$ cat config.mk
export PLATFORM = sky130hd
export DESIGN_NAME = uart_frame_arbiter
export DESIGN_NICKNAME = d
export VERILOG_FILES = /design/src/rtl/uart_frame_arbiter.sv
export SDC_FILE = /design/constraint.sdc
export NUM_CORES = 1
export LEC_CHECK = 0
export CAP_MARGIN = 20
export CORE_UTILIZATION = 40
export CTS_CLUSTER_SIZE = 20
export DETAILED_ROUTE_END_ITERATION = 16
export GPL_TIMING_DRIVEN = 1
export PLACE_DENSITY_LB_ADDON = 0.08
export SLEW_MARGIN = 5
export SYNTH_ARGS = -nofsm -noshare
export SYNTH_HDL_FRONTEND = slang
export SYNTH_SLANG_ARGS = --single-unit
$ cat constraint.sdc
create_clock -name clk_100MHz -period 1.7 [get_ports clk_100MHz]
set_input_delay 0.255 -clock clk_100MHz [delete_from_list [all_inputs] [get_ports clk_100MHz]]
set_output_delay 0.255 -clock clk_100MHz [all_outputs]
set_load 0.02 [all_outputs]
$ cat src/rtl/uart_frame_arbiter.sv
// Round-robin arbiter that wraps one-byte producer payloads into 4-byte frames
// (sync, channel ID, payload, XOR checksum) and feeds them to the uart_top TX FIFO.
module uart_frame_arbiter #(
    parameter int unsigned     DBITS     = 8,
    parameter int unsigned     NREQ      = 4,
    parameter logic [DBITS-1:0] SYNC_BYTE = DBITS'(8'hA5)
) (
    input  logic                    clk_100MHz,
    input  logic                    reset,
    input  logic [NREQ-1:0]         req,
    input  logic [NREQ*DBITS-1:0]   req_data,
    input  logic                    tx_full,
    output logic [NREQ-1:0]         ack,
    output logic                    write_uart,
    output logic [DBITS-1:0]        write_data,
    output logic                    busy,
    output logic [15:0]             frame_cnt
);

    localparam int unsigned IW = (NREQ > 1) ? $clog2(NREQ) : 1;
    localparam int unsigned CW = 16;

    typedef enum logic [2:0] {
        ST_IDLE,
        ST_SYNC,
        ST_ID,
        ST_DATA,
        ST_SUM
    } state_t;

    state_t            state;
    state_t            state_next;
    logic [IW-1:0]     grant;
    logic [IW-1:0]     last_grant;
    logic [IW-1:0]     pick;
    logic [IW-1:0]     cand;
    logic              pick_valid;
    logic [DBITS-1:0]  payload;
    logic [DBITS-1:0]  id_byte;
    logic [DBITS-1:0]  sum_byte;
    logic              advance;

    assign id_byte  = DBITS'(grant);
    assign sum_byte = SYNC_BYTE ^ id_byte ^ payload;

    // A byte leaves the block only when an emit state meets a non-full FIFO.
    assign advance  = (state != ST_IDLE) && !tx_full;

    // First requester at or after last_grant+1, wrapping modulo NREQ.
    always_comb begin
        pick_valid = 1'b0;
        pick       = '0;
        cand       = '0;
        for (int unsigned k = 1; k <= NREQ; k++) begin
            cand = IW'((32'(last_grant) + k) % NREQ);
            if (!pick_valid && req[cand]) begin
                pick_valid = 1'b1;
                pick       = cand;
            end
        end
    end

    always_ff @(posedge clk_100MHz) begin
        if (reset) begin
            state <= ST_IDLE;
        end else begin
            state <= state_next;
        end
    end

    always_comb begin
        state_next = state;
        case (state)
            ST_IDLE: if (pick_valid) state_next = ST_SYNC;
            ST_SYNC: if (advance)    state_next = ST_ID;
            ST_ID:   if (advance)    state_next = ST_DATA;
            ST_DATA: if (advance)    state_next = ST_SUM;
            ST_SUM:  if (advance)    state_next = ST_IDLE;
            default:                 state_next = ST_IDLE;
        endcase
    end

    always_comb begin
        write_uart = advance;
        write_data = '0;
        busy       = (state != ST_IDLE);
        case (state)
            ST_SYNC: write_data = SYNC_BYTE;
            ST_ID:   write_data = id_byte;
            ST_DATA: write_data = payload;
            ST_SUM:  write_data = sum_byte;
            default: write_data = '0;
        endcase
    end

    // Grant capture, one-cycle ack pulse and completed-frame counter.
    always_ff @(posedge clk_100MHz) begin
        if (reset) begin
            grant      <= '0;
            last_grant <= IW'(NREQ - 1);
            payload    <= '0;
            ack        <= '0;
            frame_cnt  <= '0;
        end else begin
            ack <= '0;
            if (state == ST_IDLE && pick_valid) begin
                grant      <= pick;
                last_grant <= pick;
                payload    <= req_data[32'(pick) * DBITS +: DBITS];
                ack        <= NREQ'(1) << pick;
            end
            if (state == ST_SUM && advance) begin
                frame_cnt <= frame_cnt + CW'(1);
            end
        end
    end

endmodule

# After elaboration in Yosys (flattened, before gate mapping)
# Index checks and enable logic that the tools add are counted.
[op_classes]
n_eq_ne = 9
shifts = 2
n_reduce_logical = 14
n_lt_le_gt_ge = 4
bitwise_logic = 3
muxes = 23
addsub = 5
[op_table]
columns = ["cell", "n"]
rows = [
  ["$pmux W8 S4", 1],
  ["$shiftx A32 B6 Y8", 1],
  ["$add A16 B1 Y16 const B", 1],
  ["$mux W3", 5],
  ["$pmux W3 S5", 1],
  ["$lt A2 B3 Y1 const B", 4],
  ["$ne A2 B2 Y1 const B", 5],
  ["$bmux W1 S2", 4],
  ["$mux W1", 8],
  ["$mux W2", 4],
  ["$xor A8 B8 Y8", 1],
  ["$eq A3 B2 Y1 const B", 2],
  ["$logic_and A1 B1 Y1", 6],
  ["$reduce_and A5 Y1", 1],
  ["$add A2 B1 Y2 const B", 2],
  ["$add A2 B2 Y2 const B", 2],
  ["$logic_not A1 Y1", 4],
  ["$not A1 Y4", 1],
  ["$shl A1 B2 Y4 const A", 1],
  ["$eq A3 B1 Y1 const B", 1],
  ["$eq A3 B3 Y1 const B", 1],
  ["$logic_not A3 Y1", 1],
  ["$reduce_bool A3 Y1", 1],
  ["$reduce_or A2 Y1", 1],
  ["$not A1 Y1", 1],
]
[word_totals]
ff_bits = 35
wordCells = 66
inputBits = 39
output_inout_bits = 30

# Logic depth before layout (Yosys ltp)
# Gate-level depths: netlist of run 1.
[depth]
depth_word = 16
depth_mapped = 7

# Worst setup path before layout of run 1
# OpenSTA, ideal clock, no wires.
[synth_timing]
path_kind = "reg2out"
startpoint = "reg state[1]"
endpoint = "out write_data[0]"
setup_slack_ns = 0.050
n_path_buf = 1
t_required_ns = 1.445
t_arrival_ns = 1.395
stages_incl_launch_ff = 6
cell_sequence = "dfxtp_1 -> clkbuf_1 -> nand2_1 -> nor2_1 -> a21oi_1 -> o21ai_0"
[synth_between]
elab_chain_len = 2
elab_cells_between_ends = 5
cone_classes = "eq/ne (4); mux (1)"
[synth_rtl]
columns = ["item", "line_no", "rtl"]
rows = [
  ["start, declared", "31", "state_t state;"],
  ["start signal, assigned", "67", "state <= state_next;"],
  ["$eq A3 B3 Y1 (tied with other cells)", "87", "case (state)"],
  ["$pmux W8 S4 (*)", "87", ""],
  ["end, declared", "15", "output logic [DBITS-1:0] write_data,"],
]
# Mark *: on every way between the ends. The rest lies on a longest branch, timed or not.

# Worst setup path in the final report of run 1
[layout_timing]
startpoint = "reg state[0]"
endpoint = "out write_data[1]"
# Same word-level chain as after synthesis.

==> results of run 1 <==
sequential cells by signal, indices dropped and copies added (netlist names):
name,flops
state,3
grant,2
last_grant,2
payload,8
ack,4
frame_cnt,16
what timing repair did:
action                                  4_1_cts  5_1_grt
pin swaps                                     5       24
setup buffers                                 3       11
endpoints found under the setup margin       30       33
gates resized for setup                      62       44
hold buffers                                  0        0
gates cloned                                  0        1
final cells by class:
type                       count  area [um^2]
tap                           52         65.1
sequential                    35          704
clock inverter                 1         5.00
multi-input combinational    158         1230
inverter                       7         26.3
clock buffer                   6         82.6
timing repair buffer         111         1070
fill                         359         1230
power by group:
part	switching [mW]	leakage [nW]	internal (mW)
Combinational	0.347	1.05	0.447
Sequential	0.0499	0.286	0.887
Clock	0.293	0.0470	0.318
Total	0.690	1.38	1.65
worst paths after layout:
kind,endpoint,cells after the start,slack (ns)
min,frame_cnt[12],2,0.50
max,write_data[1],7,-0.1
max reg2reg,frame_cnt[5],8,-0.07
min reg2reg,frame_cnt[12],2,0.50
routing by layer:
layer	vias up	GRT usage, %	share of wire, %
met5	-	0	0
met4	0	7.33	1.6
met3	9	3.90	3.6
met2	43	31.9	47
met1	898	27.5	48
li1	959	-	-
stage by stage:
| step | setup TNS (ns) | worst slack, ns | instances | hold slack (ns) |
|---|---|---|---|---|
| 2_1_floorplan | 0 | 0.0501 | 210 | 0.459 |
| 3_3_place_gp | -7.38 | -0.292 | 349 | 0.485 |
| 3_5_place_dp | -8.45 | -0.339 | 349 | 0.486 |
| 4_1_cts | -0.198 | -0.0599 | 359 | 0.500 |
| 5_1_grt | -1.80 | -0.161 | 370 | 0.537 |
| 6_report | -0.355 | -0.100 | 370 | 0.500 |
cell usage after synthesis:
library cell / count / area share, %
a211o_1: 1 / 0.47
a211oi_1: 1 / 0.41
a21oi_1: 11 / 3.0
a22o_1: 1 / 0.47
and2_1: 3 / 1.0
and3_1: 2 / 0.68
and3b_1: 1 / 0.47
and4_1: 3 / 1.4
and4_4: 1 / 0.61
buf_2: 1 / 0.27
buf_4: 2 / 0.81
buf_6: 1 / 0.61
clkbuf_1: 6 / 1.2
dfxtp_1: 35 / 38
ha_1: 1 / 0.68
inv_1: 7 / 1.4
mux2i_1: 19 / 10
nand2_1: 11 / 2.2
nand2b_1: 2 / 0.68
nand3_1: 4 / 1.1
nand3_2: 1 / 0.54
nand3b_1: 6 / 2.4
nand4_1: 2 / 0.68
nor2_1: 31 / 6.3
nor2b_1: 3 / 1.0
nor3_1: 6 / 1.6
nor3_2: 2 / 1.1
nor4_2: 1 / 0.68
nor4b_4: 1 / 1.3
o21a_1: 3 / 1.2
o21ai_0: 4 / 1.1
o21bai_1: 1 / 0.41
o221a_1: 1 / 0.61
o221ai_1: 9 / 4.3
o31ai_1: 1 / 0.41
or2_2: 1 / 0.34
or2b_1: 1 / 0.41
or3_1: 6 / 2.0
or4_1: 1 / 0.41
xnor2_1: 10 / 4.7
xor2_1: 6 / 2.8
cell families (layout without fill, tap and decap cells):
| logic type | Yosys count | after routing | synth area share (%) |
|---|---|---|---|
| and+or+nand+nor | 89 | 89 | 27.0 |
| DFF | 35 | 35 | 37.9 |
| AOI/OAI and AO/OA | 33 | 33 | 12.3 |
| muxes | 19 | 19 | 10.3 |
| buffers and inverters | 17 | 125 | 4.33 |
| xor gates and xnor gates | 16 | 16 | 7.57 |
| adders and majority gates | 1 | 1 | 0.676 |
cell usage in the layout, fill, tap and decap left out, types with 6 or more instances in the layout:
| cell type | Yosys | routed |
|---|---|---|
| nand2_1 | 11 | 10 |
| clkdlybuf4s50_1 | 0 | 53 |
| buf_4 | 2 | 36 |
| dfxtp_1 | 35 | 32 |
| inv_1 | 7 | 7 |
| nand3b_1 | 6 | 6 |
| clkbuf_8 | 0 | 6 |
| buf_6 | 1 | 14 |
| a21oi_1 | 11 | 7 |
| nor2_1 | 31 | 30 |
| o221ai_2 | 0 | 8 |
| xor2_1 | 6 | 6 |
| xnor2_1 | 10 | 10 |
| mux2i_1 | 19 | 18 |
critical path, cell delays in order, from the launching register on:
cell	delay, ns
dfxtp_2	0.32
buf_6	0.12
buf_4	0.12
buf_6	0.10
mux2i_1	0.15
nor2_1	0.07
a22o_1	0.23
buf_6	0.13
==> impl_results.md, run 1 <==
- Routed via count: between 1500 and 2000
- Endpoints failing hold: 0
- Synth unique cells: around 40
- Final WS setup: -0.100 ns
- Post-Syn Instances: 210
- Worst Path Max Fanout: 4
- Seq/Total Area, Yosys: roughly 38%
- Max-cap violation count: 0
- YS warnings: 0
- Routability cong.: about 0.71
- Die area: 4900 um^2
- Max_slew headroom: roughly 62%
- Via/cell ratio: between 5 and 6
- All-Layer GR Usage: between 20 and 25%
- Die height: 70.0 um
- Setup CP Type: register to output pin
- Area post-placement: about 2800 um^2
- Critical Path Source: state[0]
- P_leak: ~1.4 nW
- Largest net degree at the start of global routing: 21
- Worst Skew: roughly 0.0050 ns
- Power per standard cell area: 736 nW/um^2
- Final Setup Violations: 9
- Worst slew pin tran: between 0.5 and 0.6 ns
- Tot Pwr: around 2.3 mW
- RSZ-0062 raised after global routing: yes
- Fmax: between 500 and 600 MHz
- CP Data Arrival Time: between 1.5 and 2 ns
- Utilization after layout: between 70% and 80%
- Syn Area/Cell: just under 9 um^2
- Ant. Diodes: 0
- # IOs: slightly below 70
- Final Cycle Share: 106%
- Initial Utilization: 41.9%
- Grt ovf: 0
- Vias in the first global route: approximately 1700
- Initial antenna violation count: 0
- Area growth syn-to-layout: 71.9%
- Clock Path Buffers: 2
- Routed wire per std cell: 14.1 um
- Critical path startpoint category: register
- Fin nets: 358
- Die width: roughly 70 um
- Drt drc: 0
- Mapped Area: ~1900 um^2
- Slew Limit Fails: 0
- Wirelength, routed: between 5 and 6 mm
- CP required: around 1.4 ns
- Status: finished with violations
- First-pass GRT wire length: around 8 mm
- Failing checks: setup timing
- Syn Nets: between 200 and 300
- Clk pin slew, worst setup/hold paths: 0.07 ns
- # port buffers: 68
- Hold Crit Class: register to register
- Clock sinks: 35
- Final Instance Area: ~3200 um^2
- CP endpoint kind: output pin
- Fin crit period: roughly 1.8 ns
- Post-DRT Antenna Nets: 0
- Layout cells sized above 1: between 20% and 30%
- DRT iter0 DRCs: between 80 and 90
- HPWL Detailed: around 3.5 mm
- TritonCTS clock tree: done
- Worst R2R Start: state[0]
- Pre-antenna DRT Iters: 4
- Worst hold start: frame_cnt[12]
- CTS buffer count: 5
- Worst skew pair latency: between 0.2 and 0.3 ns
- CTS root buffer: clkbuf_8
- # rows: 24
- Core area: between 4000 and 5000 um^2
- H-tree depth: 2
- Yosys reg bits: 35
- Worst vdd ir: just under 0.6 mV
No activity file was read; power rests on OpenSTA's default activity.
==> run 2, diff against run 1 <==
SKIP_LAST_GASP = 1   (was unset)
==> impl_results.md, run 2 (synthesized netlist as in run 1, its figures left out) <==
- Status: finished with violations
- Failing checks: setup timing
- Post-CTS Hold Buffers: 0
- Final std cells w/o fill: around 370
- Die height: around 70 um
- Max-cap violation count: 0
- Gate power share: 32.0%
- Critical path startpoint category: register
- Worst Skew: roughly 0.006 ns
- Critical R2R Capture: frame_cnt[5]
- Flop-to-flop setup slack: -0.07 ns
- Setup CP Type: register to register
- All-Layer GR Usage: around 20%
- Top reg by flops: frame_cnt
- Largest regs: frame_cnt (16), payload (8), ack (4)
- Net Sw Frac: between 20 and 30%
- TritonCTS clock tree: done
- Max_slew headroom: 61.5%
- Worst slew pin tran: approximately 0.58 ns
- # IOs: approximately 70
- Fillers: 374
- Ant. Diodes: 0
- Slew Limit Fails: 0
- Clock sinks: 35
- Sum Neg Setup Slack: -0.304 ns
- Core area: ~4400 um^2
- Worst R2R Start: state[0]
- Most common cell after layout, fill and taps aside: clkdlybuf4s50_1
- Wirelength, routed: between 5 and 6 mm
- Final Cycle Share: 104%
- Sequential fraction of design power: 41.2%
- HPWL Detailed: 3.48 mm
- Worst skew pair latency: 0.29 ns
- Initial Utilization: between 40% and 50%
- CP endpoint kind: register
- Layout cells sized above 1: approximately 28%
- Placed Cells: 349
- Fmax: 564 MHz
- Tot Pwr: 2.28 mW
- Fin crit period: around 1.8 ns
- Final Instance Area: between 3000 and 4000 um^2
- Hold Crit Class: register to register
- Most frequent cells in the layout: 54 x clkdlybuf4s50_1, 38 x buf_4, 31 x dfxtp_1, 30 x nor2_1, 18 x mux2i_1
- Via/cell ratio: ~5.1
- Die width: approximately 70 um
- Max reg flops: 16
- Worst hold start: frame_cnt[12]
- CTS buffer count: 5
- Area growth syn-to-layout: 68.2%
- Clock Path Buffers: 2
- Vias in the first global route: roughly 1700
- Reg2reg path depth: 8
- Drt drc: 0
- Post-DRT Antenna Nets: 0
- Area post-placement: 2770 um^2
- Endpoints failing hold: 0
- CP Data Arrival Time: between 1.5 and 2 ns
- Die area: 4900 um^2
- H-tree depth: 2
- Pre-antenna DRT Iters: 4
- Routed via count: about 1900
- Routed wire per std cell: approximately 14 um
- Worst vdd ir: 0.583 mV
- Psw: about 660 uW
- Clk pin slew, worst setup/hold paths: 0.07 ns
- Internal power: between 1.5 and 2 mW
- Initial antenna violation count: 0
- CP required: approximately 1.9 ns
- RSZ-0062 raised after global routing: yes
- Worst hold endpoint: frame_cnt[12]
- Final Setup Violations: 11
- Power per standard cell area: around 730 nW/um^2
- First-pass GRT wire length: 7.97 mm
- # rows: 24
- P_leak: approximately 1.4 nW
- # port buffers: 68
- Largest net degree at the start of global routing: 21
- Routability cong.: between 0.7 and 0.8
- Fin nets: roughly 360
- Hold Crit Depth: 2
- Worst Path Max Fanout: 4
- Clock Power Share: a little over a quarter
- Final WS setup: -0.0724 ns
- CTS root buffer: clkbuf_8
- Grt ovf: 0
- DRT iter0 DRCs: between 90 and 100
-- run 2: power by group through the flow --
stage	registers, mW	logic [mW]	clock network (mW)
6_report	0.938	0.728	0.611
5_1_grt	0.944	0.787	0.647
4_1_cts	0.933	0.646	0.624
3_5_place_dp	0.950	0.638	0
3_3_place_gp	0.950	0.635	0
2_1_floorplan	0.952	0.331	0
-- run 2: repair_timing --
action | 4_1_cts | 5_1_grt
endpoints found under the setup margin | 30 | 34
gates cloned | 0 | 1
buffers inserted | 3 | 8
gates resized for setup | 57 | 39
pin swaps | 5 | 12
-- run 2: critical path, cell delays in order (launching register included) --
cell     delay (ns)
dfxtp_2        0.32
buf_6          0.12
buf_6          0.12
nor4b_4        0.34
buf_4          0.19
and4_4         0.24
and3_1         0.17
xnor2_1        0.11
nor2_1         0.05
-- run 2: metal layers --
| layer | track usage, % | vias to the layer above | wire length [um] |
|---|---|---|---|
| met5 | 0 | - | 0 |
| met3 | 3.90 | 8 | 160 |
| li1 | - | 951 | - |
| met2 | 31.9 | 36 | 2380 |
| met1 | 27.5 | 879 | 2470 |
| met4 | 7.33 | 0 | 55 |
-- run 2: area by class of cell --
cell class,instances,area [um^2],share of cell area [%]
clock inverters,1,5.00,0.161
repair buffers,109,1030,33.2
flip-flops and latches,35,706,22.7
inverters,7,26.3,0.844
well taps,52,65.1,2.09
multi-input cells,158,1190,38.4
clock buffers,6,82.6,2.65
-- run 2: per-stage QoR --
step / utilization, % / hold slack, ns / setup WS [ns]
4_1_cts: 65.9 / 0.500 / -0.0599
6_report: 70.5 / 0.504 / -0.0724
3_3_place_gp: 62.8 / 0.485 / -0.292
5_1_grt: 70.5 / 0.558 / -0.136
2_1_floorplan: - / 0.459 / 0.0501
3_5_place_dp: 62.8 / 0.486 / -0.339
-- run 2: worst max path at each step --
stage	startpoint	end	slack, ns
6_report	state[0]	frame_cnt[5]	-0.07
3_5_place_dp	req[3]	last_grant[1]	-0.34
3_3_place_gp	req[3]	payload[6]	-0.29
5_1_grt	state[0]	frame_cnt[5]	-0.14
2_1_floorplan	state[1]	write_data[0]	0.05
4_1_cts	state[0]	frame_cnt[7]	-0.06
